**src/rtl/sprite_draw_sequencer_pkg.sv**
```systemverilog
// rtl/sprite_draw_sequencer_pkg.sv - shared constants, widths and state encoding for the sprite draw sequencer
package sprite_draw_sequencer_pkg;

    localparam int FB_WIDTH   = 320;
    localparam int FB_HEIGHT  = 240;
    localparam int SPRITE_DIM = 8;

    localparam int COORD_W = 17;
    localparam int IMG_W   = 8;

    // Last top-left address at which a whole 8x8 sprite still fits in the frame
    localparam logic [COORD_W-1:0] DEFAULT_MAX_COORD =
        COORD_W'((FB_HEIGHT - SPRITE_DIM) * FB_WIDTH + (FB_WIDTH - SPRITE_DIM));

    localparam logic [2:0] ST_IDLE  = 3'd0;
    localparam logic [2:0] ST_FETCH = 3'd1;
    localparam logic [2:0] ST_ISSUE = 3'd2;
    localparam logic [2:0] ST_ARM   = 3'd3;
    localparam logic [2:0] ST_WAIT  = 3'd4;
    localparam logic [2:0] ST_FIN   = 3'd5;

    typedef enum logic [2:0] {
        IDLE  = ST_IDLE,
        FETCH = ST_FETCH,
        ISSUE = ST_ISSUE,
        ARM   = ST_ARM,
        WAIT  = ST_WAIT,
        FIN   = ST_FIN
    } state_t;

endpackage

```
**src/rtl/sprite_draw_sequencer_if.sv**
```systemverilog
// rtl/sprite_draw_sequencer_if.sv - start/coord/img_sel/done handshake between sequencer and sprite drawer
interface sprite_draw_sequencer_if;
    import sprite_draw_sequencer_pkg::*;

    logic               draw_start;
    logic [COORD_W-1:0] draw_coord;
    logic [IMG_W-1:0]   draw_img;
    logic               draw_done;

    modport master (output draw_start, draw_coord, draw_img, input draw_done);
    modport slave  (input draw_start, draw_coord, draw_img, output draw_done);

endinterface

```
**src/rtl/sprite_draw_sequencer_sprite_table.sv**
```systemverilog
// rtl/sprite_draw_sequencer_sprite_table.sv - register-based sprite table with one write port and a registered read
module sprite_table
    import sprite_draw_sequencer_pkg::*;
#(
    parameter int DEPTH = 16
) (
    input  logic                     clk,
    input  logic                     rst_n,
    input  logic                     we,
    input  logic [$clog2(DEPTH)-1:0] wr_addr,
    input  logic [COORD_W-1:0]       wr_coord,
    input  logic [IMG_W-1:0]         wr_img,
    input  logic                     wr_valid,
    input  logic                     rd_en,
    input  logic [$clog2(DEPTH)-1:0] rd_addr,
    output logic                     rd_valid,
    output logic [COORD_W-1:0]       rd_coord,
    output logic [IMG_W-1:0]         rd_img
);

    logic [DEPTH-1:0]   valid_q;
    logic [COORD_W-1:0] coord_q [DEPTH];
    logic [IMG_W-1:0]   img_q   [DEPTH];

    always_ff @(posedge clk or negedge rst_n) begin
        if (!rst_n) begin
            valid_q <= '0;
        end else if (we) begin
            valid_q[wr_addr] <= wr_valid;
        end
    end

    // Payload is meaningless while the valid bit is clear, so it carries no reset
    always_ff @(posedge clk) begin
        if (we) begin
            coord_q[wr_addr] <= wr_coord;
            img_q[wr_addr]   <= wr_img;
        end
    end

    always_ff @(posedge clk or negedge rst_n) begin
        if (!rst_n) begin
            rd_valid <= 1'b0;
            rd_coord <= '0;
            rd_img   <= '0;
        end else if (rd_en) begin
            rd_valid <= valid_q[rd_addr];
            rd_coord <= coord_q[rd_addr];
            rd_img   <= img_q[rd_addr];
        end
    end

endmodule

```
**src/rtl/sprite_draw_sequencer.sv**
```systemverilog
// rtl/sprite_draw_sequencer.sv - walks the sprite table once per frame, issuing one drawer command per enabled entry
// Optional off-screen clipping and skip counter: define SPRITE_SEQ_CLIP_EN.
module sprite_draw_sequencer
    import sprite_draw_sequencer_pkg::*;
#(
    parameter int NUM_SPRITES = 16
`ifdef SPRITE_SEQ_CLIP_EN
   ,parameter logic [COORD_W-1:0] MAX_COORD = DEFAULT_MAX_COORD
`endif
) (
    input  logic                           clk,
    input  logic                           rst_n,
    input  logic                           frame_start,
    input  logic                           tbl_we,
    input  logic [$clog2(NUM_SPRITES)-1:0] tbl_addr,
    input  logic [COORD_W-1:0]             tbl_coord,
    input  logic [IMG_W-1:0]               tbl_img,
    input  logic                           tbl_valid,
    sprite_draw_sequencer_if.master        draw,
    output logic                           busy,
    output logic                           frame_done,
    output logic                           frame_overrun
`ifdef SPRITE_SEQ_CLIP_EN
   ,output logic [7:0]                     skip_count
`endif
);

    localparam int IDX_W = $clog2(NUM_SPRITES);
    localparam logic [IDX_W-1:0] LAST_IDX = IDX_W'(NUM_SPRITES - 1);

    state_t             state, state_n;
    logic [IDX_W-1:0]   idx, idx_n;
    logic               fetch, clipped, draw_ok, last;
    logic               hold_valid;
    logic [COORD_W-1:0] hold_coord;
    logic [IMG_W-1:0]   hold_img;
    logic               start_q, start_n;
    logic [COORD_W-1:0] coord_q, coord_n;
    logic [IMG_W-1:0]   img_q, img_n;
    logic               busy_n, done_n, overrun_n;

    sprite_table #(.DEPTH(NUM_SPRITES)) u_table (
        .clk      (clk),
        .rst_n    (rst_n),
        .we       (tbl_we),
        .wr_addr  (tbl_addr),
        .wr_coord (tbl_coord),
        .wr_img   (tbl_img),
        .wr_valid (tbl_valid),
        .rd_en    (fetch),
        .rd_addr  (idx),
        .rd_valid (hold_valid),
        .rd_coord (hold_coord),
        .rd_img   (hold_img)
    );

`ifdef SPRITE_SEQ_CLIP_EN
    logic [7:0] skip_q;

    assign clipped = hold_valid && (hold_coord > MAX_COORD);

    always_ff @(posedge clk or negedge rst_n) begin
        if (!rst_n) begin
            skip_q <= '0;
        end else if (state == IDLE && frame_start) begin
            skip_q <= '0;
        end else if (state == ISSUE && clipped && skip_q != 8'hFF) begin
            skip_q <= skip_q + 8'd1;
        end
    end

    assign skip_count = skip_q;
`else
    assign clipped = 1'b0;
`endif

    assign draw_ok = hold_valid && !clipped;
    assign last    = (idx == LAST_IDX);

    always_ff @(posedge clk or negedge rst_n) begin
        if (!rst_n) begin
            state         <= IDLE;
            idx           <= '0;
            start_q       <= 1'b0;
            coord_q       <= '0;
            img_q         <= '0;
            busy          <= 1'b0;
            frame_done    <= 1'b0;
            frame_overrun <= 1'b0;
        end else begin
            state         <= state_n;
            idx           <= idx_n;
            start_q       <= start_n;
            coord_q       <= coord_n;
            img_q         <= img_n;
            busy          <= busy_n;
            frame_done    <= done_n;
            frame_overrun <= overrun_n;
        end
    end

    always_comb begin
        state_n   = state;
        idx_n     = idx;
        fetch     = 1'b0;
        start_n   = 1'b0;
        coord_n   = coord_q;
        img_n     = img_q;
        overrun_n = frame_start && (state != IDLE);
        case (state)
            IDLE: begin
                if (frame_start) begin
                    idx_n   = '0;
                    state_n = FETCH;
                end
            end
            FETCH: begin
                fetch   = 1'b1;
                state_n = ISSUE;
            end
            ISSUE: begin
                if (draw_ok) begin
                    start_n = 1'b1;
                    coord_n = hold_coord;
                    img_n   = hold_img;
                    state_n = ARM;
                end else if (last) begin
                    state_n = FIN;
                end else begin
                    idx_n   = idx + 1'b1;
                    state_n = FETCH;
                end
            end
            // The drawer's done from the previous sprite is still high here
            ARM: state_n = WAIT;
            WAIT: begin
                if (draw.draw_done) begin
                    if (last) begin
                        state_n = FIN;
                    end else begin
                        idx_n   = idx + 1'b1;
                        state_n = FETCH;
                    end
                end
            end
            FIN:     state_n = IDLE;
            default: state_n = IDLE;
        endcase
        busy_n = (state_n != IDLE) && (state_n != FIN);
        done_n = (state_n == FIN);
    end

    assign draw.draw_start = start_q;
    assign draw.draw_coord = coord_q;
    assign draw.draw_img   = img_q;

endmodule

```
**src/flat_wrapper.sv**
```systemverilog
// flat-port wrapper written by rule: the top's interface ports become plain ports
module sprite_draw_sequencer_flat import sprite_draw_sequencer_pkg::*;
#(
    parameter int NUM_SPRITES = 16

)
  (clk, rst_n, frame_start, tbl_we, tbl_addr, tbl_coord, tbl_img, tbl_valid, busy, frame_done, frame_overrun, draw_draw_start, draw_draw_coord, draw_draw_img, draw_draw_done);
  sprite_draw_sequencer_if draw_i ();
  input  logic clk;
  input  logic rst_n;
  input  logic frame_start;
  input  logic tbl_we;
  input  logic [$clog2(NUM_SPRITES)-1:0] tbl_addr;
  input  logic [COORD_W-1:0] tbl_coord;
  input  logic [IMG_W-1:0] tbl_img;
  input  logic tbl_valid;
  output logic busy;
  output logic frame_done;
  output logic frame_overrun;
  output wire logic [$bits(draw_i.draw_start)-1:0] draw_draw_start;
  output wire logic [$bits(draw_i.draw_coord)-1:0] draw_draw_coord;
  output wire logic [$bits(draw_i.draw_img)-1:0] draw_draw_img;
  input wire logic [$bits(draw_i.draw_done)-1:0] draw_draw_done;
  assign draw_draw_start = draw_i.draw_start;
  assign draw_draw_coord = draw_i.draw_coord;
  assign draw_draw_img = draw_i.draw_img;
  assign draw_i.draw_done = draw_draw_done;
  sprite_draw_sequencer #(.NUM_SPRITES(NUM_SPRITES)) u_core (.clk(clk), .rst_n(rst_n), .frame_start(frame_start), .tbl_we(tbl_we), .tbl_addr(tbl_addr), .tbl_coord(tbl_coord), .tbl_img(tbl_img), .tbl_valid(tbl_valid), .draw(draw_i), .busy(busy), .frame_done(frame_done), .frame_overrun(frame_overrun));
endmodule
```
**config.mk**
```make
export PLATFORM = sky130hd
export DESIGN_NAME = sprite_draw_sequencer_flat
export DESIGN_NICKNAME = d
export VERILOG_FILES = /design/src/rtl/sprite_draw_sequencer_pkg.sv /design/src/rtl/sprite_draw_sequencer_if.sv /design/src/rtl/sprite_draw_sequencer_sprite_table.sv /design/src/rtl/sprite_draw_sequencer.sv /design/src/flat_wrapper.sv
export SDC_FILE = /design/constraint.sdc
export NUM_CORES = 1
export LEC_CHECK = 0
export ABC_AREA = 1
export CELL_PAD_IN_SITES_DETAIL_PLACEMENT = 0
export CELL_PAD_IN_SITES_GLOBAL_PLACEMENT = 2
export CORE_ASPECT_RATIO = 0.7
export CORE_MARGIN = 2
export CORE_UTILIZATION = 37
export CTS_CLUSTER_SIZE = 40
export DETAILED_ROUTE_END_ITERATION = 8
export GPL_ROUTABILITY_DRIVEN = 0
export PLACE_DENSITY_LB_ADDON = 0.15
export SYNTH_ARGS = -nofsm -noshare
export SYNTH_HDL_FRONTEND = slang
export SYNTH_HIERARCHICAL = 1
export SYNTH_SLANG_ARGS = --single-unit
export TNS_END_PERCENT = 50
```
**constraint.sdc**
```tcl
create_clock -name clk -period 1.5 [get_ports clk]
set_input_delay 0.3 -clock clk [delete_from_list [all_inputs] [get_ports clk]]
set_output_delay 0.3 -clock clk [all_outputs]
set_load 0.005 [all_outputs]
```
==> results.cfg <==
[status]
run_status = finished with violations
failed_checks = setup timing

[clock_network]
cts-buffers-inserted = 49
clock_sinks = 478
htree_num_levels = 2
clk_latency_ns = 0.59
cts.clk_slew.worst_paths_ns = 0.06
root_buffer = clkbuf_16
cts_buffer_depth = 3
cts_tree = built

[global_routing]
grt_first_pass_wirelength_um = 83040
antenna_found_initial = 0
grt_usage_pct = 20.52
gr-total-overflow = 0
grt_pass1_vias = 13130
grt_max_degree = 41

[place]
dp_hpwl_um = 33790
port-buffer-count = 63
dp.cells = 2526

[die]
start_util_pct = 37.19
ios = 64
die-area_um2 = 54080
dieHeight_um = 195.2
rows = 70
core_um2 = 51940
dieWidth_um = 277.1

[synth]
synth_warnings = 6
avgSynthCellArea_um2 = 11.15
syn_inst = 1732
yosysTopAreaCell = edfxtp_1
ys_ff_latch = 478
synth_ff_type = edfxtp_1
ys_seq_area_share_pct = 72.29
synth_top_area_share_pct = 62.19
syn_area_um2 = 19310
synthTopCellsByArea = edfxtp_1 (62%), nand2_1 (14%), dfrtp_1 (10%)
async_flop_share_pct = 16.32
syn_nets = 1768
ys_types = 25
synth_edf_count = 400

[cells_and_area]
final_cell_mix = nand2_1 (684), edfxtp_1 (400), nand3_1 (255), buf_4 (90), dfrtp_1 (75)
final_nets = 1961
register_area_um2 = 13970
antenna_cells = 0
stdcell_count = 2649
area_growth_pct = 28.93
multi_input_area_um2 = 5381
drive_above_1_share_pct = 22.09
fill_cells = 4696
post-route-util_pct = 47.95
final_common_cell = nand2_1

[critical_path]
critPathKind = register to register
cp-end-kind = register
crit_path_start_kind = register
crit_arrival_ns = 2.28
cp_max_fo = 8
worstPathRequired_ns = 2.02

[timing]
drv_slew = 0
max_slew_margin_pct = 65.92
skew_ns = 0.01566
min_period_ns = 1.755
holdWs_ns = 0.1464
fmax_mhz = 569.8
setup_violations = 33
hold_violations = 0
worst_pin_slew_ns = 0.5107
rsz0062_at_grt = yes
fin_setup_tns_ns = -5.103
timing.final.ws_setup_ns = -0.2550
timing.final.crit_share_pct = 117.0

[hold_path]
min_path_type = input port to asynchronous set/reset pin

[routing]
ant_nets = 0
routedWlPerCell_um = 20.82
drc_errors = 0
vias = 13120
via_per_inst = 4.952
drtIter0Drc = 912
wirelength_um = 55140
drt_pre_antenna_iters = 5

[pwr]
power_density_nw_per_um2 = 1647
power_leakage_nw = 9.908
peakVddDrop_v = 0.0008249

[flow_run]
drv_cap = 0
-- metal layers --
layer	share of wire, %	routed length [µm]	global-route usage [%]
met1	48	26700	29.71
met2	46	25420	32.79
met3	3.7	2042	2.764
met4	1.8	979	5.173
met5	0	0	0
-- cell usage after synthesis (2+ instances only) --
cell type / n
buf_4: 18
nand4_1: 3
o21ai_0: 11
dfrtp_1: 78
buf_6: 2
nor2_1: 20
inv_1: 28
inv_2: 4
clkinv_1: 3
edfxtp_1: 400
clkbuf_1: 23
nand2_1: 737
buf_1: 11
nand3_1: 329
nor2_4: 2
a21oi_1: 8
buf_2: 42
nor3_1: 4
nand2_2: 3
-- critical path, cell delays in order, from the launching register on --
cell and delay [ns]:
dfrtp_4 0.60, inv_12 0.15, buf_12 0.12, clkbuf_16 0.14
nand2_1 0.05, nand3_1 0.07, nand3_2 0.11, nand2_1 0.11
nand2_1 0.07, nand2_2 0.13, nand2_1 0.07, nand2_1 0.06
-- state kept, by name, summed over array words and instances (netlist names) --
register	flops
u_core/u_table/coord_q	272
u_core/u_table/rd_valid	1
u_core/frame_done	1
u_core/busy	1
u_core/frame_overrun	1
u_core/u_table/rd_coord	17
u_core/u_table/valid_q	16
u_core/draw.draw_img	8
u_core/u_table/rd_img	8
u_core/u_table/img_q	128
u_core/draw.draw_start	1
u_core/state	3
u_core/draw.draw_coord	17
u_core/idx	4
-- kinds of logic (layout without fill, tap and decap cells) --
logic type | after synthesis | in the layout | share of synthesized area, %
AOI/OAI and AO/OA | 21 | 21 | 0.5766
adders and majority gates | 1 | 1 | 0.06477
DFF | 478 | 478 | 72.29
and+or+nand+nor | 1100 | 1100 | 23.77
buffers and inverters | 131 | 364 | 3.245
xor gates and xnor gates | 1 | 1 | 0.04535
-- through the flow --
step / instance area, µm² / power (mW) / setup WS, ns
6_report: 24900 / 41.02 / -0.2550
5_1_grt: 24900 / 43.17 / -0.3045
3_3_place_gp: 22180 / 26.90 / -0.5664
2_1_floorplan: 19440 / 22.02 / -0.2000
4_1_cts: 24520 / 40.96 / -0.2319
3_5_place_dp: 22180 / 26.95 / -0.5371
-- cell type report --
cell class | count | area share, %
Clock buffer | 57 | 5.044
Clock inverter | 34 | 1.663
Inverter | 35 | 0.7285
Multi-Input combinational cell | 1123 | 21.61
Sequential cell | 478 | 56.11
Tap cell | 684 | 3.437
Timing Repair Buffer | 237 | 11.37
Timing Repair inverter | 1 | 0.04522
-- path summary, 6_finish.rpt --
| path | from | end | slack [ns] | cells after the start |
|---|---|---|---|---|
| max | u_core/idx[0] | u_core/u_table/rd_coord[0] | -0.26 | 11 |
| min | rst_n | u_core/draw.draw_coord[11] | 0.15 | 2 |
| max reg2reg | u_core/idx[0] | u_core/u_table/rd_coord[0] | -0.26 | 11 |
| min reg2reg | u_core/u_table/rd_coord[2] | u_core/draw.draw_coord[2] | 0.47 | 2 |
| max in group asynchronous | rst_n | u_core/idx[0] | 0.80 | 3 |
| min in group clk | frame_start | u_core/frame_overrun | 0.33 | 3 |
-- what timing repair did --
action | in CTS | in global routing
resized for setup | 194 | 82
hold buffers | 1 | 0
endpoints found under the hold margin | 78 | 0
setup endpoints to repair | 62 | 40
buffers inserted | 17 | 3
cloned | 8 | 4
pin swaps | 36 | 31
-- power by group --
group	switching, mW	leakage, nW	internal [mW]
sequential	0.545	4.60	15.4
clock	5.19	0.816	7.57
combinational	7.41	4.49	4.86
Note: power is estimated with default switching activity, not from simulation.
